### config.mk
export PLATFORM = sky130hd
export DESIGN_NAME = instr_seq
export DESIGN_NICKNAME = d
export VERILOG_FILES = /design/src/rtl/instr_seq_pkg.sv /design/src/rtl/instr_seq_prog_ram.sv /design/src/rtl/instr_seq.sv
export SDC_FILE = /design/constraint.sdc
export NUM_CORES = 1
export LEC_CHECK = 0
export BUFFER_PORTS_ARGS = -buffer_cell sky130_fd_sc_hd__buf_2
export CORE_ASPECT_RATIO = 0.5
export CORE_UTILIZATION = 55
export CTS_BUF_LIST = sky130_fd_sc_hd__clkbuf_8
export CTS_CLUSTER_DIAMETER = 60
export DETAILED_ROUTE_END_ITERATION = 12
export GPL_ROUTABILITY_DRIVEN = 0
export HOLD_SLACK_MARGIN = 0.05
export MAX_ROUTING_LAYER = met4
export PLACE_DENSITY = 0.73
export SYNTH_ARGS = -nofsm -noshare
export SYNTH_HDL_FRONTEND = slang
export SYNTH_SLANG_ARGS = --single-unit
### constraint.sdc
create_clock -name clk -period 8.1 [get_ports clk]
set_input_delay 1.215 -clock clk [delete_from_list [all_inputs] [get_ports clk]]
set_output_delay 1.215 -clock clk [all_outputs]
set_load 0.02 [all_outputs]
### src/rtl/instr_seq_pkg.sv
// ============================================================================
//  Module      : instr_seq_pkg
//  Description : Shared opcode classes, sequencer state encoding and default
//                widths for the TIS-100 node instruction sequencer.
//  Revision    : 1.0 - initial release
// ============================================================================
`default_nettype none

package instr_seq_pkg;

   // Default widths of the sequencer datapath
   localparam int DEF_MAX_ENTRIES = 16;
   localparam int DEF_OP_W        = 21;
   localparam int DEF_ACC_W       = 11;
   localparam int DEF_OFF_W       = 11;

   // Opcode classes presented by the decode stage
   localparam logic [3:0] OP_NOP = 4'd0;
   localparam logic [3:0] OP_MOV = 4'd1;
   localparam logic [3:0] OP_SWP = 4'd2;
   localparam logic [3:0] OP_SAV = 4'd3;
   localparam logic [3:0] OP_ADD = 4'd4;
   localparam logic [3:0] OP_SUB = 4'd5;
   localparam logic [3:0] OP_NEG = 4'd6;
   localparam logic [3:0] OP_JMP = 4'd7;
   localparam logic [3:0] OP_JEZ = 4'd8;
   localparam logic [3:0] OP_JNZ = 4'd9;
   localparam logic [3:0] OP_JGZ = 4'd10;
   localparam logic [3:0] OP_JLZ = 4'd11;
   localparam logic [3:0] OP_JRO = 4'd12;

   // Load/run state machine encoding
   typedef enum logic [1:0] {
      ST_IDLE = 2'd0,
      ST_LOAD = 2'd1,
      ST_RUN  = 2'd2
   } state_t;

endpackage

`default_nettype wire

### src/rtl/instr_seq_prog_ram.sv
// ============================================================================
//  Module      : instr_seq_prog_ram
//  Description : Program store, one synchronous write port and one
//                asynchronous read port (distributed RAM style).
//  Revision    : 1.0 - initial release
// ============================================================================
`default_nettype none

module instr_seq_prog_ram #(
   parameter int DEPTH = 16,
   parameter int AW    = 4,
   parameter int DW    = 21
) (
   input  logic          clk,
   input  logic          we,
   input  logic [AW-1:0] waddr,
   input  logic [DW-1:0] wdata,
   input  logic [AW-1:0] raddr,
   output logic [DW-1:0] rdata
);

   logic [DW-1:0] r_mem [DEPTH];

   // Write port; contents are deliberately left unreset
   always_ff @(posedge clk) begin
      if (we) r_mem[waddr] <= wdata;
   end

   assign rdata = r_mem[raddr];

endmodule

`default_nettype wire

### src/rtl/instr_seq.sv
// ============================================================================
//  Module      : instr_seq
//  Description : Loadable instruction sequencer for a TIS-100 node. Holds the
//                load/run FSM, program length, program counter with clamped
//                relative jumps, and the sticky load error flag.
//  Revision    : 1.0 - initial release
// ============================================================================
`default_nettype none

module instr_seq
   import instr_seq_pkg::*;
#(
   parameter int MAX_ENTRIES = DEF_MAX_ENTRIES,
   parameter int OP_W        = DEF_OP_W,
   parameter int ACC_W       = DEF_ACC_W,
   parameter int OFF_W       = DEF_OFF_W,
   localparam int PC_W       = $clog2(MAX_ENTRIES)
) (
   input  logic             clk,
   input  logic             reset,
   input  logic             clk_en,
   input  logic [3:0]       op,
   input  logic [ACC_W-1:0] acc,
   input  logic [OFF_W-1:0] jmp_off,
   input  logic             load_en,
   input  logic [PC_W-1:0]  load_addr,
   input  logic             load_last,
   input  logic [OP_W-1:0]  load_data,
   output logic [OP_W-1:0]  opcode,
   output logic [PC_W-1:0]  pc,
   output logic             running,
   output logic             load_err
);

   // Program length must hold MAX_ENTRIES itself; jump target is one bit
   // wider than the offset so pc + offset never overflows (needs T_W > LEN_W).
   localparam int LEN_W = PC_W + 1;
   localparam int T_W   = OFF_W + 1;
   localparam logic [LEN_W-1:0] C_MAX_LEN = LEN_W'(MAX_ENTRIES);

   state_t            r_state, w_state_nx;
   logic [PC_W-1:0]   r_pc, w_pc_nx;
   logic [LEN_W-1:0]  r_prog_len, w_prog_len_nx;
   logic              r_load_err, w_load_err_nx;
   logic              r_running;

   logic              w_addr_ok;
   logic              w_wr_en;
   logic [OP_W-1:0]   w_rd_data;
   logic              w_taken;
   logic [T_W-1:0]    w_target;
   logic              w_t_neg;
   logic              w_t_high;
   logic [LEN_W-1:0]  w_len_m1;
   logic [PC_W-1:0]   w_pc_seq;
   logic [PC_W-1:0]   w_pc_jump;

   assign w_addr_ok = ({1'b0, load_addr} < C_MAX_LEN);
   assign w_wr_en   = load_en & w_addr_ok;

   instr_seq_prog_ram #(
      .DEPTH (MAX_ENTRIES),
      .AW    (PC_W),
      .DW    (OP_W)
   ) u_prog_ram (
      .clk   (clk),
      .we    (w_wr_en),
      .waddr (load_addr),
      .wdata (load_data),
      .raddr (r_pc),
      .rdata (w_rd_data)
   );

   // Jump condition from opcode class and signed accumulator
   always_comb begin
      w_taken = 1'b0;
      case (op)
         OP_JMP, OP_JRO: w_taken = 1'b1;
         OP_JEZ:         w_taken = (acc == '0);
         OP_JNZ:         w_taken = (acc != '0);
         OP_JGZ:         w_taken = !acc[ACC_W-1] && (acc != '0);
         OP_JLZ:         w_taken = acc[ACC_W-1];
         default:        w_taken = 1'b0;
      endcase
   end

   // Target = zero-extended pc + sign-extended offset, clamped to [0, len-1]
   assign w_target  = {{(T_W-PC_W){1'b0}}, r_pc} + {jmp_off[OFF_W-1], jmp_off};
   assign w_t_neg   = w_target[T_W-1];
   assign w_t_high  = (w_target >= {{(T_W-LEN_W){1'b0}}, r_prog_len});
   assign w_len_m1  = r_prog_len - LEN_W'(1);
   assign w_pc_seq  = ({1'b0, r_pc} == w_len_m1) ? '0 : r_pc + PC_W'(1);
   assign w_pc_jump = w_t_neg  ? '0 :
                      w_t_high ? w_len_m1[PC_W-1:0] : w_target[PC_W-1:0];

   // Next-state logic: loads take priority over execution steps
   always_comb begin
      w_state_nx    = r_state;
      w_pc_nx       = r_pc;
      w_prog_len_nx = r_prog_len;
      w_load_err_nx = r_load_err;
      if (load_en) begin
         w_pc_nx = '0;
         if (!w_addr_ok) w_load_err_nx = 1'b1;
         if (load_last) begin
            if (w_addr_ok) begin
               w_state_nx    = ST_RUN;
               w_prog_len_nx = {1'b0, load_addr} + LEN_W'(1);
            end else begin
               w_state_nx = ST_IDLE;
            end
         end else begin
            w_state_nx = ST_LOAD;
         end
      end else if ((r_state == ST_RUN) && clk_en) begin
         w_pc_nx = w_taken ? w_pc_jump : w_pc_seq;
      end
   end

   // State, pc, length and flag registers
   always_ff @(posedge clk) begin
      if (reset) begin
         r_state    <= ST_IDLE;
         r_pc       <= '0;
         r_prog_len <= '0;
         r_load_err <= 1'b0;
         r_running  <= 1'b0;
      end else begin
         r_state    <= w_state_nx;
         r_pc       <= w_pc_nx;
         r_prog_len <= w_prog_len_nx;
         r_load_err <= w_load_err_nx;
         r_running  <= (w_state_nx == ST_RUN);
      end
   end

   assign opcode   = (r_state == ST_RUN) ? w_rd_data : '0;
   assign pc       = r_pc;
   assign running  = r_running;
   assign load_err = r_load_err;

endmodule

`default_nettype wire

Yosys cells after proc, flatten, opt, wreduce, memory -nomap -nowiden:

Memory sizes are Yosys's and may differ from the RTL's. A register that Yosys moved wholly into a read port is not among the register bits.
Index checks and enable logic that the tools add are counted.

* $add $sub $neg: 4
* $mul: 0
* divide/modulo/power cells: 0
* order comparisons: 1
* equal/unequal tests: 9
* shift operators: 0
* muxes and demuxes: 12
* bitwise gates (word level): 0
* reductions and logical operators: 8

Operators with widths (number)
* $mux 4: 6
* $mux 21: 1
* $eq 4x4->1 const B: 5
* $add 5x11->12: 1
* $ge 12x5->1: 1
* $logic_not 11->1: 1
* $reduce_bool 11->1: 1
* $add 4x1->5 const B: 1
* $eq 4x5->1: 1
* $pmux 1 s5: 1
* $sub 5x1->5 const B: 1
* $add 4x1->4 const B: 1
* $eq 2x2->1 const B: 2
* $eq 4x3->1 const B: 1
* $mux 2: 2
* $reduce_or 2->1: 2
* $logic_and 1x1->1: 2
* $mux 1: 2
* $reduce_and 2->1: 1
* $logic_not 1->1: 1

* bits in registers: 12
* bits in latches: 0
* memory bits (writable): 336
* bits in read-only memories: 0
* input port bits: 56
* memories kept: 1

Memory list
* u_prog_ram.r_mem: depth 16, bits a word 21, rd ports 1, clocked after memory_dff 1, write ports 1, RTL line instr_seq_prog_ram.sv:22 `logic [DW-1:0] r_mem [DEPTH];`

Depth between registers and ports, before layout:

* depth in word-level cells: 7
* gate-level depth with buffers: 14
* mapped depth without buffers: 14

Modules after synthesis:

Synthesis repeated with hierarchy kept, for this count alone.

* cells, all modules: 716
* area total of the unflattened synthesis: 14252.4 um2

By module, submodules not included
* instr_seq_prog_ram: instances 1, cells an instance 536, area each 12857.3 um2, seq. area each 10089.7 um2
* instr_seq: instances 1, cells an instance 180, area each 1395.1 um2, seq. area each 240.2 um2

Least setup slack after synthesis:

Ideal clock, no wire load.

* path kind: input port to flip-flop
* start point: input load_en
* end point: memory u_prog_ram.r_mem[3][0], enable pin
* setup time: 0.425 ns
* arrival time: 3.072 ns
* data required time: 7.675 ns
* slack: 4.603 ns
* stages: 3
* path buffers: 1
* cells stage by stage: clkbuf_1 nand2_1 nor3_1

* longest elaborated chain between the ends: 2

RTL lines
* start, declared: RTL line instr_seq.sv:25 `input logic load_en,`
* $mux 1: RTL line instr_seq_prog_ram.sv:26 `if (we) r_mem[waddr] <= wdata;`
* $mux 1 (not written as such): RTL line instr_seq_prog_ram.sv:26
* end, declared: RTL line instr_seq_prog_ram.sv:22

Every way passes these cells.

==> flow_metrics.tcl <==
set metrics [dict create \
    nFillCells 1720 \
    grtUsageMet2_pct 36.51 \
    rsz0062_at_grt "false" \
    ant_nets 0 \
    drive_above_1_share_pct 33.93 \
    cts_root_buf "clkbuf_8" \
    die_x_um 229.1 \
    first_global_vias 7249 \
    synth_edf_count 336 \
    slowest_stage "dfxtp_4" \
    yosys_warnings 0 \
    portBuffers 81 \
    ys_seq_area_share_pct 73.37 \
    worst_slew_pin_slew_ns 1.015 \
    critPathTopFamily "multiplexers" \
    power_density_nw_per_um2 216.9 \
    dp_worst_setup_slack_ns 3.576 \
    path_max_fanout 44 \
    coreArea_um2 25240 \
    post-dp-hpwl_um 16050 \
    dieHeight_um 115.6 \
    cp-end-kind "output port" \
    die-area_um2 26480 \
    cts_tree "done" \
    ys_async_sr_fraction_pct 0 \
    fin_ws_ns 3.113 \
    htreeDepth 2 \
    relSlewSlack_pct 32.32 \
    grt-ovfl-total 0 \
    numCtsBuffers 48 \
    crit_chain "buf_4, mux4_2, mux4_2, nor2b_1, buf_2" \
    via_count 7018 \
    post-route-period-util_pct 61.57 \
    grt_pass1_wl_um 43200 \
    start_util_pct 56.22 \
    outcome "finished clean" \
    max_cap_viol_count 0 \
    drt_iter0_markers 707 \
    drt_wl_total_um 28880 \
    synthesis.area_um2 14190 \
    cts_setup_buffers 0 \
    clkSinkCount 352 \
    slew_viol_final 0 \
    slowest_delay_ns 0.91 \
    cp.required_ns 6.88 \
    path_buf_inv 2 \
    num_io_pins 83 \
    use_met3_pct 4.577 \
    clk_latency_ns 0.55 \
    avgViaCountPerCell 5.937 \
    post_cts_resize_count 0 \
    path_common_cell "mux4_2" \
    fin_setup_tns_ns 0 \
    finalSetupViolations 0 \
    ys_ff_latch 352 \
    skew_ns 0.005371 \
    syn2layout_area_growth_pct 12.49 \
    globalRouteMet1Util_pct 31.23 \
    peakVddDrop_mv 0.1076 \
    grt_max_degree 69 \
    path_clk_slew_ns 0.06 \
    synth.avg_cell_area_um2 20.87 \
    final_hold_viol_count 0 \
    fin_crit_ns 4.987 \
    synth-main-ff-cell "edfxtp_1" \
    antenna_found_initial 1 \
    ctsHoldBuffers 0 \
    nNetsFinal 873 \
    rows 41 \
    arrival_ns 3.77 \
    yosysUniqueCellTypes 52 \
    grt-busiest-layer "met2" \
    hp-class "flop to flop" \
    synth_nets 752 \
    leakage_nw 5.140 \
    grtUsageTotal_pct 23.18 \
    drc 0 \
    max_freq_ghz 0.2005 \
    drt_first_pass_iters 5 \
    fin_util_pct 63.24 \
    cts.path.max_buffers 3 \
    wire_per_inst_um 24.44 \
    critPathKind "flop to output port" \
    syn_inst 680 \
    worstSetupStartpointType "flop" \
]
routing by layer:
layer,vias up,routed length (um)
met3,41,2013
met5,-,0
li1,3060,-
met2,292,14190
met1,3625,12220
met4,0,467
cells in the final DEF, fill, tap and decap left out, drive strengths merged, types with 2 or more instances in the layout:
master	instances
o41ai	2
clkinv	15
dfxtp	16
nor2b	22
nor4	2
nand3b	4
buf	100
nand2b	9
xor2	4
and2	3
o21a	4
clkbuf	51
xnor2	6
nand4	2
inv	32
mux2i	4
nand3	4
a21oi	5
o211ai	6
nor2	27
nand2	13
o21ai	12
clkinvlp	2
mux4	105
ha	15
edfxtp	336
bufinv	2
a31oi	2
nor3	7
a211oi	4
Yosys cell counts, drive strengths merged (2+ instances only):
master	count	area, um^2
nor2b	22	137.6
a21oi	5	25.02
dfxtp	16	320.3
nand2b	9	56.30
nor4	2	12.51
a211oi	4	30.03
nand3b	4	30.03
clkbuf	13	48.80
nand3	4	20.02
o41ai	2	17.52
nand4	2	12.51
edfxtp	336	10090
nor3	7	35.03
o211ai	6	45.04
buf	16	116.4
ha	15	187.7
o21ai	12	60.05
xnor2	6	52.55
inv	16	60.06
and2	3	18.77
mux4	105	2365
nand2	13	48.80
nor2	27	101.4
a31oi	2	12.51
o21a	4	30.03
xor2	4	35.03
mux2i	4	40.04
registers in the layout, indices dropped and copies added, names as in the netlist, named ones only:
signal            cells
u_prog_ram.r_mem    336
r_prog_len            5
pc                    4
r_state               2
running               1
where the power goes:
group	switching, mW	total [mW]	internal, mW
Clock	0.622	1.27	0.644
Sequential	0.0148	2.04	2.03
Combinational	0.0903	0.151	0.0609
Total	0.727	3.46	2.73
per-stage QoR:
| stage | hold slack (ns) | area, um^2 | total power [mW] | std cells |
|---|---|---|---|---|
| after detailed placement | 0.4821 | 15060 | 2.234 | 1095 |
| after floorplan | 0.4494 | 14190 | 2.164 | 680 |
| final | 0.4922 | 15960 | 3.462 | 1182 |
| after global routing | 0.5292 | 15960 | 3.582 | 1182 |
| after CTS | 0.4918 | 15960 | 3.485 | 1181 |
| after global placement | 0.4693 | 15060 | 2.227 | 1095 |
worst reg2reg max path, cell delays in order (launching register included):
cell and delay [ns]:
dfxtp_1 0.47, ha_1 0.25, inv_1 0.06, fa_1 0.39
xnor2_1 0.32, ha_1 0.30, o21a_1 0.18, o21ai_0 0.15
o21bai_1 0.08, nand3b_1 0.21, or2_1 0.31, o21ai_0 0.21
o21ai_1 0.12
layout make-up:
type                    instances  area [um^2]  area share, %
inverters                      16        60.06         0.3763
clock inverters                35        193.9          1.215
clock buffers                  51        701.9          4.398
flip-flops and latches        352        10420          65.29
diodes                          1        2.502        0.01568
multi-input cells             283         3603          22.58
well taps                     344        430.4          2.697
repair buffers                100        548.0          3.434
logic make-up after synthesis:
group | after synthesis | share of synthesized area (%)
DFF | 352 | 73.37
muxes | 110 | 17.03
and+or+nand+nor | 98 | 3.580
AOI/OAI and AO/OA | 48 | 2.328
buffers and inverters | 45 | 1.587
adders and majority gates | 16 | 1.464
xor gates and xnor gates | 10 | 0.6173
other | 1 | 0.02643
worst paths after layout:
check | from | endpoint | slack (ns) | cells past startpoint
max | flop | opcode[17] | 3.11 | 5
min | r_state[1] | r_state[1] | 0.49 | 2
max reg2reg | pc[0] | flop | 4.92 | 12
min reg2reg | r_state[1] | r_state[1] | 0.49 | 2
(Power assumes the default switching activity.)
